--- src/rtl/fetch_stage.sv ---
// Instruction fetch stage: drives a variable-latency instruction memory, keeps one request
// in flight, and fills the IF/ID pipeline register. It supports stall and branch redirect.
module fetch_stage #(
  parameter int                     WORD_LEN = 32,
  parameter logic [WORD_LEN-1:0]    RESET_PC = '0
) (
  input  logic                clk,
  input  logic                rst,
  input  logic                freeze,
  input  logic                branch_taken,
  input  logic [WORD_LEN-1:0] branch_target,
  output logic                imem_req,
  output logic [WORD_LEN-1:0] imem_addr,
  input  logic                imem_ready,
  input  logic [WORD_LEN-1:0] imem_rdata,
  output logic [WORD_LEN-1:0] if_id_pc,
  output logic [WORD_LEN-1:0] if_id_instr,
  output logic                if_id_valid
);

  typedef enum logic [1:0] {
    FETCH = 2'd0,
    DRAIN = 2'd1,
    HOLD  = 2'd2
  } state_t;

  localparam logic [WORD_LEN-1:0] PC_STEP = WORD_LEN'(4);

  state_t              r_state;
  logic [WORD_LEN-1:0] r_pc;
  logic [WORD_LEN-1:0] r_target;
  logic [WORD_LEN-1:0] r_hold_instr;
  logic [WORD_LEN-1:0] r_if_id_pc;
  logic [WORD_LEN-1:0] r_if_id_instr;
  logic                r_if_id_valid;

  logic                w_done;
  logic                w_eb;
  logic [WORD_LEN-1:0] w_pc_next;

  // The request drops combinationally with rst so a late ready during reset is never taken
  // as a completion.
  assign imem_req  = ~rst & (r_state != HOLD);
  assign imem_addr = r_pc;
  assign w_done    = imem_req & imem_ready;
  assign w_eb      = branch_taken & r_if_id_valid & ~freeze;
  assign w_pc_next = r_pc + PC_STEP;

  assign if_id_pc    = r_if_id_pc;
  assign if_id_instr = r_if_id_instr;
  assign if_id_valid = r_if_id_valid;

  // NOTE: state uses non-blocking assignments only, so every branch below sees the values
  // the registers held at the start of the cycle. Evaluation order does not matter.
  always_ff @(posedge clk) begin
    if (rst) begin
      r_state       <= FETCH;
      r_pc          <= RESET_PC;
      r_target      <= '0;
      r_hold_instr  <= '0;
      r_if_id_pc    <= '0;
      r_if_id_instr <= '0;
      r_if_id_valid <= 1'b0;
    end else begin
      unique case (r_state)
        FETCH: begin
          if (w_eb) begin
            r_if_id_valid <= 1'b0;
            if (w_done) begin
              r_pc <= branch_target;
            end else begin
              r_target <= branch_target;
              r_state  <= DRAIN;
            end
          end else if (freeze) begin
            // The word arriving under a stall is parked; the PC keeps pointing at it.
            if (w_done) begin
              r_hold_instr <= imem_rdata;
              r_state      <= HOLD;
            end
          end else if (w_done) begin
            r_if_id_pc    <= w_pc_next;
            r_if_id_instr <= imem_rdata;
            r_if_id_valid <= 1'b1;
            r_pc          <= w_pc_next;
          end else begin
            r_if_id_valid <= 1'b0;
          end
        end

        DRAIN: begin
          r_if_id_valid <= 1'b0;
          if (w_done) begin
            r_pc    <= r_target;
            r_state <= FETCH;
          end
        end

        HOLD: begin
          if (w_eb) begin
            r_if_id_valid <= 1'b0;
            r_pc          <= branch_target;
            r_state       <= FETCH;
          end else if (!freeze) begin
            r_if_id_pc    <= w_pc_next;
            r_if_id_instr <= r_hold_instr;
            r_if_id_valid <= 1'b1;
            r_pc          <= w_pc_next;
            r_state       <= FETCH;
          end
        end

        default: r_state <= FETCH;
      endcase
    end
  end

endmodule

--- config.mk ---
export PLATFORM = sky130hd
export DESIGN_NAME = fetch_stage
export DESIGN_NICKNAME = d
export VERILOG_FILES = /design/src/rtl/fetch_stage.sv
export SDC_FILE = /design/constraint.sdc
export NUM_CORES = 1
export LEC_CHECK = 0
export BUFFER_PORTS_ARGS = -buffer_cell sky130_fd_sc_hd__clkbuf_2
export CAP_MARGIN = 20
export CORE_ASPECT_RATIO = 0.7
export CORE_UTILIZATION = 49
export DETAILED_ROUTE_END_ITERATION = 8
export GPL_ROUTABILITY_DRIVEN = 0
export GPL_TIMING_DRIVEN = 0
export PLACE_DENSITY = 0.78
export SKIP_CTS_REPAIR_TIMING = 1
export SYNTH_ARGS = -nofsm -noshare
export SYNTH_HDL_FRONTEND = slang
export SYNTH_SLANG_ARGS = --single-unit
--- constraint.sdc ---
create_clock -name clk -period 2 [get_ports clk]
set_input_delay 0.1 -clock clk [delete_from_list [all_inputs] [get_ports clk]]
set_output_delay 0.1 -clock clk [all_outputs]
set_load 0.03 [all_outputs]
==> results.md <==
* Outcome: complete, but fails checks
* Failing checks: negative setup slack
* Via density at 5.94
* Net Count, Synth at 1025
* Cell taking the most area after synthesis: dfxtp_1
* Fmax at 458 MHz
* Worst Hold Class: in2reg
* R2R depth at 10
* Cell Rows at 37
* Inserted Diodes at 0
* Startpoint types: flop
* Number of synthesized flops with an enable pin at 0
* RR Startpoint: r_state[0]$_SDFFE_PP0P_
* Worst setup endpoint: imem_addr[5]$_SDFFE_PP0P_
* Leakage dissipation at 4.08 nW
* Largest net degree at the start of global routing at 17
* Minimum clock period at 2.19 ns
* Clock slew at reported path FFs at 0.07 ns
* ANT nets after route at 0
* Post-Syn Area per Cell at 8.00 um2
* TritonCTS Sinks at 163
* Synth warnings at 0
* Final setup vio count at 37
* Setup slack after layout at -0.186 ns
* DR DRC count at 0
* Post-Syn Area at 0.00761 mm2
* Initial DRC count at 1092
* CTS root buffer: clkbuf_16
* CP max stage delay at 0.37 ns
* Worst path cell trace: inv_4, ha_4, or3b_4, buf_6, a21o_1, a21oi_4, buf_4, buf_6, o21ai_0, a21oi_1
* Leading register cell type out of synthesis: dfxtp_1
* Layout cells sized above 1 at 0.272
* DIE WIDTH at 151 um
* Num CTS Buffers at 17
* Cell family with the largest share of critical-path delay: compound AO/OA/AOI/OAI gates
* Ports at 167
* Seq/Total Area, Yosys at 0.429
* Area contributors post-synth: dfxtp_1 43%, nand2_1 8.6%, a21oi_1 7.7%
* RSZ-0062 raised after global routing: yes
* CP Capture Type: flop
* Clock tree buffer depth at 2
* MaxCap Viol Count at 0
* Crit-path max FO at 6
* Total Nets Final at 1299
* Core area at 0.0150 mm2
* Worst skew pair latency at 0.43 ns
* Placed insts at 1313
* DP Wirelength at 17.4 mm
* Syn Inst Count at 952
* Die area at 0.0161 mm2
* Area Growth Syn to Fin at 38.7%
* Initial antenna violation count at 1
* Critical-path top delay cell: dfxtp_4
* Vias in the first global route at 6920
* Ys async rst share at 0
* Final Max Slew Viols at 0
* Routed via count at 8521
* PortBufs at 166
* Cell count along the critical path at 10
* Pwr per Cell Area at 858 mW/mm2
* Final period util at 1.09
* Commonest cells in the netlist: 175 x nand2_1, 163 x dfxtp_1, 117 x a21oi_1, 86 x nor2_1, 60 x a211oi_1
* WP data arrival at 2.55 ns
* CP Data Required Time at 2.36 ns
* GRT Util Overall at 0.298
* Total chip power at 0.00906 W
* Chip height at 106 um
* First-pass GRT wire length at 36.8 mm
* Routed len/inst at 18.7 um
* Post-synth top area share at 0.429
* H-tree depth at 4
* Post-Route WL at 26.9 mm
* R2R setup slack at -0.19 ns
* Synth unique cells at 63
* Max VDD drop at 0.000571 V
* Total congestion overflow at 0
* Most frequent cell after synthesis: nand2_1
* Initial Util at 0.509
* CTS tree: yes
* Slew HR at 0.477
* Non-filler cells, final at 1434
* Buf/Inv on CP at 4
* Cell mode on critical path: buf_6
* R2R Path End: imem_addr[5]$_SDFFE_PP0P_
* Crit. Startpoint: r_state[0]$_SDFFE_PP0P_
* Critical path class: reg2reg
* Slew @ Worst Pin at 0.784 ns
* Initial DRT Pass Iterations at 5
* Fin Clk Skew at 0.00943 ns
* Final hold vios at 0
* Register bit total from synthesis at 163
==> layout by cell type (no fill, tap or decap), types with 17 or more instances in the layout <==
| cell type | instances |
|---|---|
| o21ai_0 | 43 |
| nor2_1 | 84 |
| dfxtp_1 | 157 |
| a211oi_1 | 52 |
| clkbuf_1 | 21 |
| dlygate4sd3_1 | 64 |
| clkbuf_2 | 184 |
| nand2_1 | 174 |
| mux2i_1 | 39 |
| buf_4 | 22 |
| clkbuf_16 | 17 |
| a21oi_1 | 115 |
==> routing by layer <==
metal,track usage,up-vias,share of wire
met4,0.109,0,0.022
met1,0.448,4004,0.43
met2,0.405,532,0.43
li1,-,3915,-
met3,0.0687,70,0.12
met5,0,-,0
==> kinds of logic (layout without fill, tap and decap cells) <==
family | count (synthesis) | after routing | share of synthesized area
AOI/OAI and AO/OA | 283 | 283 | 0.228
xor gates and xnor gates | 24 | 24 | 0.0276
adders and majority gates | 4 | 4 | 0.00657
buffers and inverters | 93 | 380 | 0.0521
DFF | 163 | 163 | 0.429
muxes | 39 | 39 | 0.0513
and+or+nand+nor | 346 | 346 | 0.206
==> stage by stage <==
| stage | setup TNS (ns) | hold slack, ns | instance area [um2] | util | worst slack [ns] |
|---|---|---|---|---|---|
| 2_1_floorplan | 0 | 0.236 | 7650 | - | 0.0250 |
| 3_3_place_gp | -45.15 | 0.340 | 8730 | 0.584 | -0.515 |
| 3_5_place_dp | -51.33 | 0.346 | 8730 | 0.584 | -0.571 |
| 4_1_cts | -54.92 | -0.105 | 9300 | 0.622 | -0.593 |
| 5_1_grt | -6.85 | 0.163 | 10600 | 0.707 | -0.235 |
| 6_report | -3.32 | 0.112 | 10600 | 0.707 | -0.186 |
==> worst reg2reg max path: stages (launching register included) <==
cell	delay (ns)
dfxtp_4	0.37
inv_4	0.05
ha_4	0.18
or3b_4	0.37
buf_6	0.14
a21o_1	0.21
a21oi_4	0.27
buf_4	0.18
buf_6	0.12
o21ai_0	0.08
a21oi_1	0.16
==> power by group <==
| group | internal, W | total, W | leakage [nW] | switching (W) |
|---|---|---|---|---|
| Combinational | 0.000834 | 0.00220 | 2.48 | 0.00137 |
| Sequential | 0.00344 | 0.00362 | 1.33 | 0.000187 |
| Clock | 0.00175 | 0.00324 | 0.275 | 0.00149 |
| Total | 0.00602 | 0.00906 | 4.08 | 0.00304 |
==> registers in the layout, summed over array words and instances, names as in the netlist <==
name and cells:
if_id_instr 32, if_id_pc 32, imem_addr 32, r_hold_instr 32, r_target 32, r_state 2
if_id_valid 1
==> how the worst min path moves through the flow <==
stage	startpoint	depth (start not counted)	slack, ns	to
2_1_floorplan	imem_rdata[0]	2	0.24	r_hold_instr[0]$_SDFFE_PP0P_
3_3_place_gp	branch_target[31]	3	0.34	r_target[31]$_SDFFE_PP0P_
3_5_place_dp	branch_target[15]	3	0.35	r_target[15]$_SDFFE_PP0P_
4_1_cts	branch_target[24]	3	-0.10	r_target[24]$_SDFFE_PP0P_
5_1_grt	branch_taken	3	0.16	if_id_pc[31]$_SDFFE_PP0P_
6_report	branch_taken	3	0.11	if_id_pc[31]$_SDFFE_PP0P_
==> area by class of cell <==
type | instances | area [um2]
Sequential cell | 163 | 3280
Fill cell | 1147 | 4390
Multi-Input combinational cell | 696 | 4190
Buffer | 78 | 498
Clock buffer | 17 | 425
Inverter | 13 | 53.8
Tap cell | 195 | 244
Timing Repair Buffer | 257 | 1730
Clock inverter | 15 | 146
Note: power is estimated with default switching activity, not from simulation.
